File: src/rtl/store_buffer_pkg.sv
// Shared types and sizes for the in-order store buffer: entry layout,
// wrap-bit pointer type and pointer helpers.
package store_buffer_pkg;

  localparam int STORE_BUFFER_LENGTH = 8;
  localparam int SB_LEN              = STORE_BUFFER_LENGTH;
  localparam int SB_PW               = $clog2(SB_LEN);
  localparam int ROB_AW              = 5;
  localparam int AW                  = 16;
  localparam int DW                  = 16;

  // Pointers carry one extra wrap bit so full and empty are distinguishable.
  typedef logic [SB_PW:0]   sb_ptr_t;
  typedef logic [SB_PW-1:0] sb_idx_t;

  typedef struct packed {
    logic              valid;
    logic [ROB_AW-1:0] rob_addr;
    logic              addr_ready;
    logic [AW-1:0]     addr;
    logic [DW-1:0]     data;
    logic              committed;
  } sb_entry_t;

  function automatic sb_idx_t ptr_idx(input sb_ptr_t p);
    return p[SB_PW-1:0];
  endfunction

endpackage

File: src/rtl/store_buffer_if.sv
// Bundle of every store-buffer port except clock and reset; the slave
// modport is the store buffer itself, master is the core / memory side.
interface store_buffer_if;
  import store_buffer_pkg::*;

  logic              alloc_valid;
  logic [ROB_AW-1:0] alloc_rob_addr;
  logic              alloc_ready;
  sb_ptr_t           sb_tail;

  logic              exec_valid;
  logic [ROB_AW-1:0] exec_rob_addr;
  logic [AW-1:0]     exec_addr;
  logic [DW-1:0]     exec_data;

  logic              commit_valid;
  logic [ROB_AW-1:0] commit_rob_addr;
  logic              commit_err;
  logic              flush;

  // Drain channel: mem_req_valid/addr/data hold steady while
  // mem_req_valid=1 and mem_req_ready=0; a transfer happens on any rising
  // clk edge where both mem_req_valid and mem_req_ready are 1.
  logic              mem_req_valid;
  logic [AW-1:0]     mem_req_addr;
  logic [DW-1:0]     mem_req_data;
  logic              mem_req_ready;

  logic              ld_valid;
  logic [AW-1:0]     ld_addr;
  sb_ptr_t           ld_sb_tail;
  logic              ld_fwd_hit;
  logic [DW-1:0]     ld_fwd_data;
  logic              ld_fwd_stall;

  logic              empty;
  logic              full;
  sb_ptr_t           dbg_head;
  sb_ptr_t           dbg_cmt;

  modport slave (
    input  alloc_valid, alloc_rob_addr,
    output alloc_ready, sb_tail,
    input  exec_valid, exec_rob_addr, exec_addr, exec_data,
    input  commit_valid, commit_rob_addr,
    output commit_err,
    input  flush,
    output mem_req_valid, mem_req_addr, mem_req_data,
    input  mem_req_ready,
    input  ld_valid, ld_addr, ld_sb_tail,
    output ld_fwd_hit, ld_fwd_data, ld_fwd_stall,
    output empty, full, dbg_head, dbg_cmt
  );

  modport master (
    output alloc_valid, alloc_rob_addr,
    input  alloc_ready, sb_tail,
    output exec_valid, exec_rob_addr, exec_addr, exec_data,
    output commit_valid, commit_rob_addr,
    input  commit_err,
    output flush,
    input  mem_req_valid, mem_req_addr, mem_req_data,
    output mem_req_ready,
    output ld_valid, ld_addr, ld_sb_tail,
    input  ld_fwd_hit, ld_fwd_data, ld_fwd_stall,
    input  empty, full, dbg_head, dbg_cmt
  );

endinterface

File: src/rtl/store_buffer_fwd_lookup.sv
// Store-to-load forwarding: among entries older than the load's tail
// snapshot, stall on any unresolved address, else pick the youngest match.
module store_buffer_fwd_lookup
  import store_buffer_pkg::*;
(
  input  logic [SB_LEN-1:0]         ent_valid,
  input  logic [SB_LEN-1:0]         ent_ready,
  input  logic [SB_LEN-1:0][AW-1:0] ent_addr,
  input  logic [SB_LEN-1:0][DW-1:0] ent_data,
  input  sb_ptr_t                   head,
  input  logic                      ld_valid,
  input  logic [AW-1:0]             ld_addr,
  input  sb_ptr_t                   ld_sb_tail,
  output logic                      fwd_hit,
  output logic [DW-1:0]             fwd_data,
  output logic                      fwd_stall
);

  sb_ptr_t       span;
  logic          span_ok;
  sb_idx_t       age;
  sb_idx_t       best_age;
  logic          in_range;
  logic          found;
  logic          stall;
  logic [DW-1:0] best_data;

  // A snapshot older than head (its stores already drained) wraps to a span
  // above LEN and must select nothing.
  assign span    = ld_sb_tail - head;
  assign span_ok = (span <= sb_ptr_t'(SB_LEN));

  always_comb begin
    age       = '0;
    in_range  = 1'b0;
    found     = 1'b0;
    stall     = 1'b0;
    best_age  = '0;
    best_data = '0;
    for (int i = 0; i < SB_LEN; i++) begin
      age      = sb_idx_t'(i) - ptr_idx(head);
      in_range = span_ok && ({1'b0, age} < span) && ent_valid[i];
      if (in_range && !ent_ready[i]) begin
        stall = 1'b1;
      end
      if (in_range && ent_ready[i] && (ent_addr[i] == ld_addr) &&
          (!found || (age > best_age))) begin
        found     = 1'b1;
        best_age  = age;
        best_data = ent_data[i];
      end
    end
  end

  assign fwd_stall = ld_valid & stall;
  assign fwd_hit   = ld_valid & ~stall & found;
  assign fwd_data  = fwd_hit ? best_data : '0;

endmodule

File: src/rtl/store_buffer.sv
// In-order store queue: allocate at dispatch, resolve at execute, commit at
// ROB retire, drain committed stores to D-mem in program order.
module store_buffer
  import store_buffer_pkg::*;
(
  input  logic          clk,
  input  logic          rst,
  store_buffer_if.slave sb
);

  sb_entry_t [SB_LEN-1:0] entries;
  sb_ptr_t                head;
  sb_ptr_t                cmt;
  sb_ptr_t                tail;
  sb_ptr_t                occupancy;
  logic                   full;
  logic                   empty;
  logic                   alloc_fire;
  logic                   commit_ok;
  logic                   mem_valid;
  logic                   drain_fire;
  logic                   commit_err_q;
  logic [SB_LEN-1:0]      exec_hit;

  logic [SB_LEN-1:0]         ent_valid;
  logic [SB_LEN-1:0]         ent_ready;
  logic [SB_LEN-1:0][AW-1:0] ent_addr;
  logic [SB_LEN-1:0][DW-1:0] ent_data;

  // Flags come from start-of-cycle pointers, so a full buffer refuses alloc
  // even in a cycle where it is also draining.
  assign occupancy  = tail - head;
  assign full       = (occupancy == sb_ptr_t'(SB_LEN));
  assign empty      = (tail == head);
  assign alloc_fire = sb.alloc_valid & ~full & ~sb.flush;

  assign commit_ok = sb.commit_valid & (cmt != tail) &
                     entries[ptr_idx(cmt)].valid &
                     entries[ptr_idx(cmt)].addr_ready &
                     ~entries[ptr_idx(cmt)].committed &
                     (entries[ptr_idx(cmt)].rob_addr == sb.commit_rob_addr);

  assign mem_valid  = entries[ptr_idx(head)].valid & entries[ptr_idx(head)].committed;
  assign drain_fire = mem_valid & sb.mem_req_ready;

  always_comb begin
    exec_hit = '0;
    for (int i = 0; i < SB_LEN; i++) begin
      exec_hit[i] = sb.exec_valid & ~sb.flush & entries[i].valid &
                    ~entries[i].committed &
                    (entries[i].rob_addr == sb.exec_rob_addr);
    end
  end

  always_ff @(posedge clk or posedge rst) begin
    if (rst) begin
      head         <= '0;
      cmt          <= '0;
      tail         <= '0;
      commit_err_q <= 1'b0;
    end else begin
      if (drain_fire) head <= head + sb_ptr_t'(1);
      if (commit_ok)  cmt  <= cmt + sb_ptr_t'(1);
      // The commit in a flush cycle still lands; tail follows the new cmt.
      if (sb.flush) begin
        tail <= commit_ok ? (cmt + sb_ptr_t'(1)) : cmt;
      end else if (alloc_fire) begin
        tail <= tail + sb_ptr_t'(1);
      end
      commit_err_q <= sb.commit_valid & ~commit_ok;
    end
  end

  always_ff @(posedge clk or posedge rst) begin
    if (rst) begin
      entries <= '0;
    end else begin
      for (int i = 0; i < SB_LEN; i++) begin
        if (drain_fire && (sb_idx_t'(i) == ptr_idx(head))) begin
          entries[i] <= '0;
        end else begin
          if (commit_ok && (sb_idx_t'(i) == ptr_idx(cmt))) begin
            entries[i].committed <= 1'b1;
          end
          if (sb.flush) begin
            if (entries[i].valid && !entries[i].committed &&
                !(commit_ok && (sb_idx_t'(i) == ptr_idx(cmt)))) begin
              entries[i] <= '0;
            end
          end else if (alloc_fire && (sb_idx_t'(i) == ptr_idx(tail))) begin
            entries[i].valid      <= 1'b1;
            entries[i].rob_addr   <= sb.alloc_rob_addr;
            entries[i].addr_ready <= 1'b0;
            entries[i].addr       <= '0;
            entries[i].data       <= '0;
            entries[i].committed  <= 1'b0;
          end else if (exec_hit[i]) begin
            entries[i].addr_ready <= 1'b1;
            entries[i].addr       <= sb.exec_addr;
            entries[i].data       <= sb.exec_data;
          end
        end
      end
    end
  end

  always_comb begin
    ent_valid = '0;
    ent_ready = '0;
    ent_addr  = '0;
    ent_data  = '0;
    for (int i = 0; i < SB_LEN; i++) begin
      ent_valid[i] = entries[i].valid;
      ent_ready[i] = entries[i].addr_ready;
      ent_addr[i]  = entries[i].addr;
      ent_data[i]  = entries[i].data;
    end
  end

  store_buffer_fwd_lookup u_fwd (
    .ent_valid  (ent_valid),
    .ent_ready  (ent_ready),
    .ent_addr   (ent_addr),
    .ent_data   (ent_data),
    .head       (head),
    .ld_valid   (sb.ld_valid),
    .ld_addr    (sb.ld_addr),
    .ld_sb_tail (sb.ld_sb_tail),
    .fwd_hit    (sb.ld_fwd_hit),
    .fwd_data   (sb.ld_fwd_data),
    .fwd_stall  (sb.ld_fwd_stall)
  );

  assign sb.alloc_ready   = ~full;
  assign sb.sb_tail       = tail;
  assign sb.commit_err    = commit_err_q;
  assign sb.mem_req_valid = mem_valid;
  assign sb.mem_req_addr  = entries[ptr_idx(head)].addr;
  assign sb.mem_req_data  = entries[ptr_idx(head)].data;
  assign sb.empty         = empty;
  assign sb.full          = full;
  assign sb.dbg_head      = head;
  assign sb.dbg_cmt       = cmt;

endmodule

File: src/flat_wrapper.sv
// flat-port wrapper written by rule: the top's interface ports become plain ports
module store_buffer_flat import store_buffer_pkg::*;
  (clk, rst, sb_alloc_valid, sb_alloc_rob_addr, sb_alloc_ready, sb_sb_tail, sb_exec_valid, sb_exec_rob_addr, sb_exec_addr, sb_exec_data, sb_commit_valid, sb_commit_rob_addr, sb_commit_err, sb_flush, sb_mem_req_valid, sb_mem_req_addr, sb_mem_req_data, sb_mem_req_ready, sb_ld_valid, sb_ld_addr, sb_ld_sb_tail, sb_ld_fwd_hit, sb_ld_fwd_data, sb_ld_fwd_stall, sb_empty, sb_full, sb_dbg_head, sb_dbg_cmt);
  store_buffer_if sb_i ();
  input  logic clk;
  input  logic rst;
  input wire logic [$bits(sb_i.alloc_valid)-1:0] sb_alloc_valid;
  input wire logic [$bits(sb_i.alloc_rob_addr)-1:0] sb_alloc_rob_addr;
  output wire logic [$bits(sb_i.alloc_ready)-1:0] sb_alloc_ready;
  output wire logic [$bits(sb_i.sb_tail)-1:0] sb_sb_tail;
  input wire logic [$bits(sb_i.exec_valid)-1:0] sb_exec_valid;
  input wire logic [$bits(sb_i.exec_rob_addr)-1:0] sb_exec_rob_addr;
  input wire logic [$bits(sb_i.exec_addr)-1:0] sb_exec_addr;
  input wire logic [$bits(sb_i.exec_data)-1:0] sb_exec_data;
  input wire logic [$bits(sb_i.commit_valid)-1:0] sb_commit_valid;
  input wire logic [$bits(sb_i.commit_rob_addr)-1:0] sb_commit_rob_addr;
  output wire logic [$bits(sb_i.commit_err)-1:0] sb_commit_err;
  input wire logic [$bits(sb_i.flush)-1:0] sb_flush;
  output wire logic [$bits(sb_i.mem_req_valid)-1:0] sb_mem_req_valid;
  output wire logic [$bits(sb_i.mem_req_addr)-1:0] sb_mem_req_addr;
  output wire logic [$bits(sb_i.mem_req_data)-1:0] sb_mem_req_data;
  input wire logic [$bits(sb_i.mem_req_ready)-1:0] sb_mem_req_ready;
  input wire logic [$bits(sb_i.ld_valid)-1:0] sb_ld_valid;
  input wire logic [$bits(sb_i.ld_addr)-1:0] sb_ld_addr;
  input wire logic [$bits(sb_i.ld_sb_tail)-1:0] sb_ld_sb_tail;
  output wire logic [$bits(sb_i.ld_fwd_hit)-1:0] sb_ld_fwd_hit;
  output wire logic [$bits(sb_i.ld_fwd_data)-1:0] sb_ld_fwd_data;
  output wire logic [$bits(sb_i.ld_fwd_stall)-1:0] sb_ld_fwd_stall;
  output wire logic [$bits(sb_i.empty)-1:0] sb_empty;
  output wire logic [$bits(sb_i.full)-1:0] sb_full;
  output wire logic [$bits(sb_i.dbg_head)-1:0] sb_dbg_head;
  output wire logic [$bits(sb_i.dbg_cmt)-1:0] sb_dbg_cmt;
  assign sb_i.alloc_valid = sb_alloc_valid;
  assign sb_i.alloc_rob_addr = sb_alloc_rob_addr;
  assign sb_alloc_ready = sb_i.alloc_ready;
  assign sb_sb_tail = sb_i.sb_tail;
  assign sb_i.exec_valid = sb_exec_valid;
  assign sb_i.exec_rob_addr = sb_exec_rob_addr;
  assign sb_i.exec_addr = sb_exec_addr;
  assign sb_i.exec_data = sb_exec_data;
  assign sb_i.commit_valid = sb_commit_valid;
  assign sb_i.commit_rob_addr = sb_commit_rob_addr;
  assign sb_commit_err = sb_i.commit_err;
  assign sb_i.flush = sb_flush;
  assign sb_mem_req_valid = sb_i.mem_req_valid;
  assign sb_mem_req_addr = sb_i.mem_req_addr;
  assign sb_mem_req_data = sb_i.mem_req_data;
  assign sb_i.mem_req_ready = sb_mem_req_ready;
  assign sb_i.ld_valid = sb_ld_valid;
  assign sb_i.ld_addr = sb_ld_addr;
  assign sb_i.ld_sb_tail = sb_ld_sb_tail;
  assign sb_ld_fwd_hit = sb_i.ld_fwd_hit;
  assign sb_ld_fwd_data = sb_i.ld_fwd_data;
  assign sb_ld_fwd_stall = sb_i.ld_fwd_stall;
  assign sb_empty = sb_i.empty;
  assign sb_full = sb_i.full;
  assign sb_dbg_head = sb_i.dbg_head;
  assign sb_dbg_cmt = sb_i.dbg_cmt;
  store_buffer u_core (.clk(clk), .rst(rst), .sb(sb_i));
endmodule
File: config.mk
export PLATFORM = sky130hd
export DESIGN_NAME = store_buffer_flat
export DESIGN_NICKNAME = d
export VERILOG_FILES = /design/src/rtl/store_buffer_pkg.sv /design/src/rtl/store_buffer_if.sv /design/src/rtl/store_buffer_fwd_lookup.sv /design/src/rtl/store_buffer.sv /design/src/flat_wrapper.sv
export SDC_FILE = /design/constraint.sdc
export NUM_CORES = 1
export LEC_CHECK = 0
export CELL_PAD_IN_SITES_DETAIL_PLACEMENT = 2
export CELL_PAD_IN_SITES_GLOBAL_PLACEMENT = 2
export CORE_ASPECT_RATIO = 1.75
export CORE_MARGIN = 1
export CORE_UTILIZATION = 39
export CTS_CLUSTER_DIAMETER = 100
export DETAILED_ROUTE_END_ITERATION = 10
export DONT_BUFFER_PORTS = 1
export GPL_TIMING_DRIVEN = 1
export PLACE_DENSITY = 0.81
export SYNTH_ARGS = -nofsm -noshare
export SYNTH_HDL_FRONTEND = slang
export SYNTH_SLANG_ARGS = --single-unit
File: constraint.sdc
create_clock -name clk -period 20.2 [get_ports clk]
set_input_delay 2.02 -clock clk [delete_from_list [all_inputs] [get_ports clk]]
set_output_delay 2.02 -clock clk [all_outputs]
set_load 0.02 [all_outputs]
* After elaboration in Yosys (flattened, before gate mapping)
Cells that the tools add are included.
** Operators by class
- $add $sub $neg :: 13
- $lt $le $gt $ge :: 18
- Eq/ne operators :: 49
- Multiplexer cells :: 103
- Bitwise gates (word level) :: 51
- Reduce and logical (&&, ||, !) cells :: 161
** Operator list (count)
- 40-bit 2-to-1 mux :: 26
- 33-bit 2-to-1 mux :: 16
- 40-bit binary-select mux with 3-bit select :: 2
- 16-bit 2-to-1 mux :: 9
- 16-bit == test :: 8
- 1-bit logical AND :: 87
- 6-bit 2-to-1 mux :: 8
- 5-bit == test :: 9
- 1-bit AND :: 38
- 3-bit == test (first input constant) :: 12
- 3-bit by 4-bit less-than comparator with 1-bit output :: 8
- 1-bit 2-to-1 mux :: 32
- 2-bit AND reduction :: 16
- 4-bit nonzero test :: 8
- 1-bit zero test :: 31
- 3-bit by 1-bit != test with 1-bit output (second input constant) :: 8
- 3-bit nonzero test :: 8
- 3-bit > comparator :: 7
- 3-bit 2-to-1 mux :: 7
- 2-bit by 3-bit == test with 1-bit output (first input constant) :: 6
- 1-bit inverter :: 13
- 4-bit by 1-bit adder with 4-bit output (second input constant) :: 3
- 4-bit 2-to-1 mux :: 3
- 3-bit subtractor (first input constant) :: 4
- other kinds (12) :: 26
** Storage, ports and cells
- Register bits after elaboration :: 333
- Input port bits :: 75
- Output and inout bits :: 67
- Logic and storage cells :: 447

* Logic depth before layout (Yosys ltp)
- Depth after elaboration :: 37
- Gate-level depth with buffers :: 79
- Mapped depth without buffers :: 70

* Cells and area by module
Synthesis repeated with hierarchy kept, for this count alone.
** Unflattened totals
- Cells, all modules :: 1987
- Area total of the unflattened synthesis :: 20931.3 µm²
** Modules (own cells, without submodules)
- store_buffer :: times used 1, cells an instance 1418, area an instance 16599.7 µm², sequential area each 8333.0 µm²
- store_buffer_fwd_lookup :: times used 1, cells an instance 569, area an instance 4331.7 µm², sequential area each 0.0 µm²

* Least setup slack after synthesis
Ideal clock, no wire load.
- Path type :: input to output
- Start :: in sb_ld_sb_tail[0]
- End :: out sb_ld_fwd_data[10]
- Arrival :: 15491 ps
- Required time :: 18180 ps
- Slack :: 2689 ps
- Stages on the path :: 74
- Path buffers :: 11
- Cells stage by stage :: inv_1 ha_1 inv_1 fa_1 inv_1 ha_1 nor2b_1 o21ai_0 a221oi_1 nor2b_1 clkbuf_1 clkbuf_1 and2_1 nand2_1 ha_1 a21oi_1 a41o_1 buf_2 [... 38 more ...] o31a_1 ha_1 a21o_1 a21oi_1 a31oi_1 a41o_1 clkbuf_1 nand3_1 o21ai_0 a221oi_1 ha_1 a21o_1 a21oi_1 a31oi_1 a2111oi_4 nand2b_4 buf_6 o311ai_1
** Between the ends
- Longest elaborated chain between the ends :: 37
- Elaborated cells on any way between the ends :: 113
- Classes of those cells :: 1 x add/sub; 16 x order compare; 32 x mux; 3 x bitwise; 61 x reduce/logical
** RTL lines
- from (decl) :: RTL line flat_wrapper.sv:25 : input wire logic [$bits(sb_i.ld_sb_tail)-1:0] sb_ld_sb_tail;
- 4-bit subtractor * :: RTL line store_buffer_fwd_lookup.sv:30 : assign span = ld_sb_tail - head;
- 4-bit <= comparator or 3-bit by 4-bit less-than comparator with 1-bit output (tied branches) :: RTL line store_buffer_fwd_lookup.sv:31, store_buffer_fwd_lookup.sv:42
- 1-bit logical AND (2 in a row) :: RTL line store_buffer_fwd_lookup.sv:42 : in_range = span_ok && ({1'b0, age} < span) && ent_valid[i];
- 1-bit logical AND (2 in a row) :: RTL line store_buffer_fwd_lookup.sv:46 : if (in_range && ent_ready[i] && (ent_addr[i] == ld_addr) &&
- 3-bit 2-to-1 mux or 1-bit 2-to-1 mux (tied branches) :: RTL line store_buffer_fwd_lookup.sv:46
- 3-bit > comparator or 1-bit zero test (tied branches) :: RTL line store_buffer_fwd_lookup.sv:47 : (!found || (age > best_age))) begin
- 1-bit logical OR :: RTL line store_buffer_fwd_lookup.sv:47
- 1-bit logical AND :: RTL line store_buffer_fwd_lookup.sv:46
- [... 19 more ...]
- 1-bit logical AND :: RTL line store_buffer_fwd_lookup.sv:46
- 3-bit 2-to-1 mux or 1-bit 2-to-1 mux (tied branches) :: RTL line store_buffer_fwd_lookup.sv:46
- 3-bit > comparator or 1-bit zero test (tied branches) :: RTL line store_buffer_fwd_lookup.sv:47
- 1-bit logical OR :: RTL line store_buffer_fwd_lookup.sv:47
- 1-bit logical AND :: RTL line store_buffer_fwd_lookup.sv:46
- 1-bit 2-to-1 mux :: RTL line store_buffer_fwd_lookup.sv:46
- 1-bit AND :: RTL line store_buffer_fwd_lookup.sv:56 : assign fwd_hit = ld_valid & ~stall & found;
- 16-bit 2-to-1 mux * :: RTL line store_buffer_fwd_lookup.sv:57 : assign fwd_data = fwd_hit ? best_data : '0;
- to (decl) :: RTL line flat_wrapper.sv:27 : output wire logic [$bits(sb_i.ld_fwd_data)-1:0] sb_ld_fwd_data;
Mark *: on every way between the ends. The rest lies on a longest branch, timed or not.

* Final worst setup path
- Start :: in sb_ld_sb_tail[0]
- End :: out sb_ld_fwd_data[15]
Same word-level chain as after synthesis.

==> flow_metrics.tcl <==
set metrics [dict create \
    worstSetupPathType "input port to output port" \
    numClockSinks 333 \
    num_rows 109 \
    antenna_found_initial 0 \
    critPathTopFamily "compound AO/OA/AOI/OAI gates" \
    core-area_mm2 0.05073 \
    power.density_mw_per_mm2 93.29 \
    track_usage 0.3139 \
    grt_max_degree 121 \
    crit_path_end_kind "output port" \
    clockPowerShare 0.340 \
    cts_root_buf "clkbuf_16" \
    grt_first_pass_wirelength_mm 122.5 \
    r2r_slack_ns 15.04 \
    layout-drive-gt1-share 0.1383 \
    synth-main-ff-cell "dfrtp_1" \
    synthTopCellsByCount "dfrtp_1 (333), a22o_1 (298), nand2_1 (151)" \
    yosysTopAreaCell "dfrtp_1" \
    yosysWarnings 0 \
    dp_hpwl_mm 55.20 \
    cts.path.max_buffers 3 \
    routedWlPerCell_um 33.25 \
    yosysSeqAreaShare 0.4141 \
    hp-start "u_core.ent_data[2]$_DFFE_PP0P_" \
    drt_drc_violations_left 0 \
    fillers 5247 \
    cp_common_cell "ha_1" \
    rsz0062_at_grt "false" \
    worst_setup_path_start_kind "input port" \
    status "finished, final reports clean" \
    cp.required_ns 18.18 \
    fin_tns_setup_ns 0 \
    power.internal_mw 1.331 \
    dieWidth_um 173.7 \
    vias 16392 \
    ys_top_cells_by_area "dfrtp_1 (41%), a22o_1 (13%), mux4_2 (8.4%), xnor2_1 (5.2%), ha_1 (3.3%)" \
    cp.arrival_ns 17.18 \
    drv_slew 0 \
    combPwrFrac 0.254 \
    htreeDepth 2 \
    drt_iter0_drc 1196 \
    place_congestion 0.9316 \
    cap_viol_max_count 0 \
    ctsHoldBuffers 0 \
    die_area_mm2 0.05255 \
    synth_most_common_cell "dfrtp_1" \
    fmax_mhz 52.07 \
    cp.buffers_inverters 12 \
    layout_min_cycle_time_ns 19.20 \
    worst_slew_pin_slew_ns 1.197 \
    clkTransAtPathRegs_ns 0.07 \
    worst_skew_pair.late_latency_ns 0.54 \
    ys_ff_latch 333 \
    synthDominantCellAreaShare 0.4141 \
    synth_area_mm2 0.02012 \
    worst_hold_slack_ns 0.5321 \
    r2r-end "u_core.ent_data[16]$_DFFE_PP0P_" \
    setup_viol 0 \
    p_leak_nw 9.881 \
    ir_worst_vdd_uv 64.88 \
    synthArstFlopShare 1.000 \
    path_max_fanout 35 \
    swShare 0.3472 \
    p_total_mw 2.039 \
    yosysUniqueCellTypes 83 \
    antenna-diode-count 0 \
    avgSynthCellArea_um2 10.75 \
    final_core_util 0.4307 \
    hold_path_end "u_core.ent_data[2]$_DFFE_PP0P_" \
    p_sw_uw 707.8 \
    hold_viol_final 0 \
    cp_slowest_cell "o311ai_1" \
    wl_mm 82.04 \
    hp-class "flip-flop to flip-flop" \
    ff2ff_path_depth 12 \
    postSynthCellCount 1872 \
    p_seq_frac 0.406 \
    syn2layout_area_growth_pct 8.580 \
    gr-total-overflow 0 \
    skew_ns 0.01451 \
    cts_resized 0 \
    cpPeakStageDelay_ns 0.60 \
    ios 142 \
    dieHeight_um 302.5 \
    avgViaCountPerCell 6.645 \
    dr.pass1.iters 5 \
    hold_depth 1 \
    cts-buffers-inserted 35 \
    grt_pass1_vias 18525 \
    start_util 0.3967 \
    rr_startpoint "u_core.sb.dbg_head[1]$_DFFE_PP0P_" \
    synth_edf_count 0 \
    cts_tree "done" \
    drt.antenna.violating_nets 0 \
    max_slew_margin 0.2020 \
    final_nets 1905 \
    cts_setup_buffers 0 \
    fin_crit_sh 0.9507 \
    synth_nets 2001 \
    portBuffers 0 \
]
registers in the layout, summed over array words and instances (netlist names):
name                  cells
u_core.entries           48
u_core.sb.sb_tail         4
u_core.ent_addr         128
u_core.sb.dbg_cmt         4
u_core.sb.dbg_head        4
u_core.sb.commit_err      1
u_core.ent_ready          8
u_core.ent_valid          8
u_core.ent_data         128
worst max path at each step:
stage	start	end	slack [ns]	cells past startpoint
floorplan	sb_ld_sb_tail[0]	sb_ld_fwd_data[10]	2.69	74
finish	sb_ld_sb_tail[0]	sb_ld_fwd_data[15]	1.0	70
CTS	u_core.sb.dbg_head[1]$_DFFE_PP0P_	sb_ld_fwd_data[15]	0.23	66
global placement	sb_ld_sb_tail[0]	sb_ld_fwd_data[15]	1.25	68
detailed placement	sb_ld_sb_tail[0]	sb_ld_fwd_data[15]	0.47	68
global route	sb_ld_sb_tail[0]	sb_ld_fwd_data[15]	0.08	70
per-layer routing:
metal,share of wire,track usage
met2,0.52,0.5775
met4,0.073,0.2130
met5,0,0
met3,0.049,0.04298
met1,0.35,0.3330
area by class of cell:
type	count	area, um^2	share of cell area
clock buffers	48	1017	0.04655
repair buffers	49	367.9	0.01683
inverters	75	292.8	0.01340
well taps	666	833.3	0.03814
multi-input cells	1282	10820	0.4954
flip-flops and latches	333	8342	0.3818
clock inverters	14	173.9	0.007959
metrics by stage:
stage                     setup WS, ns  cell area [um^2]  std cells
after global routing           0.07577             21850       2467
after detailed placement        0.4683             20640       2405
after CTS                       0.2350             21840       2467
final                           0.9962             21850       2467
after floorplan                  2.689             20120       1872
after global placement           1.253             20640       2405
logic make-up after synthesis:
group | Yosys count | share of synthesized area
compound gates | 515 | 0.2082
flops | 333 | 0.4141
mux | 118 | 0.1064
simple gates | 407 | 0.1027
xor+xnor | 188 | 0.08182
buf+inv | 257 | 0.05285
fa+ha+maj | 54 | 0.03395
power groups by stage:
stage                     clock network (mW)  registers, mW  logic (mW)
after global placement                     0          0.829       0.488
after detailed placement                   0          0.836       0.510
final                                  0.693          0.828       0.518
after global routing                   0.717          0.833       0.550
after CTS                              0.701          0.825       0.515
after floorplan                            0          0.796       0.377
cell usage in the layout (no fill, tap or decap), types with 5 or more instances in the layout:
| master | count |
|---|---|
| a211oi_1 | 35 |
| a21o_1 | 23 |
| a21oi_1 | 29 |
| a22o_1 | 298 |
| a31oi_1 | 16 |
| and2_1 | 9 |
| and3_1 | 37 |
| buf_4 | 49 |
| clkbuf_1 | 6 |
| clkbuf_16 | 37 |
| clkbuf_8 | 5 |
| clkinv_2 | 9 |
| dfrtp_1 | 330 |
| ha_1 | 53 |
| inv_1 | 71 |
| mux2_2 | 15 |
| mux2i_1 | 25 |
| mux4_2 | 75 |
| nand2_1 | 150 |
| nand3_1 | 54 |
| nand4_1 | 32 |
| nor2_1 | 34 |
| nor2b_1 | 19 |
| nor3_1 | 10 |
| nor4_1 | 20 |
| o21ai_0 | 42 |
| o311ai_1 | 15 |
| xnor2_1 | 118 |
| xor2_1 | 69 |
worst reg2reg max path, cell delays in order (launching register included):
cell,delay [ns]
dfrtp_4,0.78
clkinvlp_4,0.62
ha_1,0.50
nor2b_1,0.16
o21a_1,0.18
o21ai_0,0.23
a31oi_1,0.12
buf_4,0.21
nand3_1,0.19
nand2_1,0.16
a31oi_1,0.66
and2_2,0.98
a22o_1,0.30
Power figures use the tool's default switching activity.
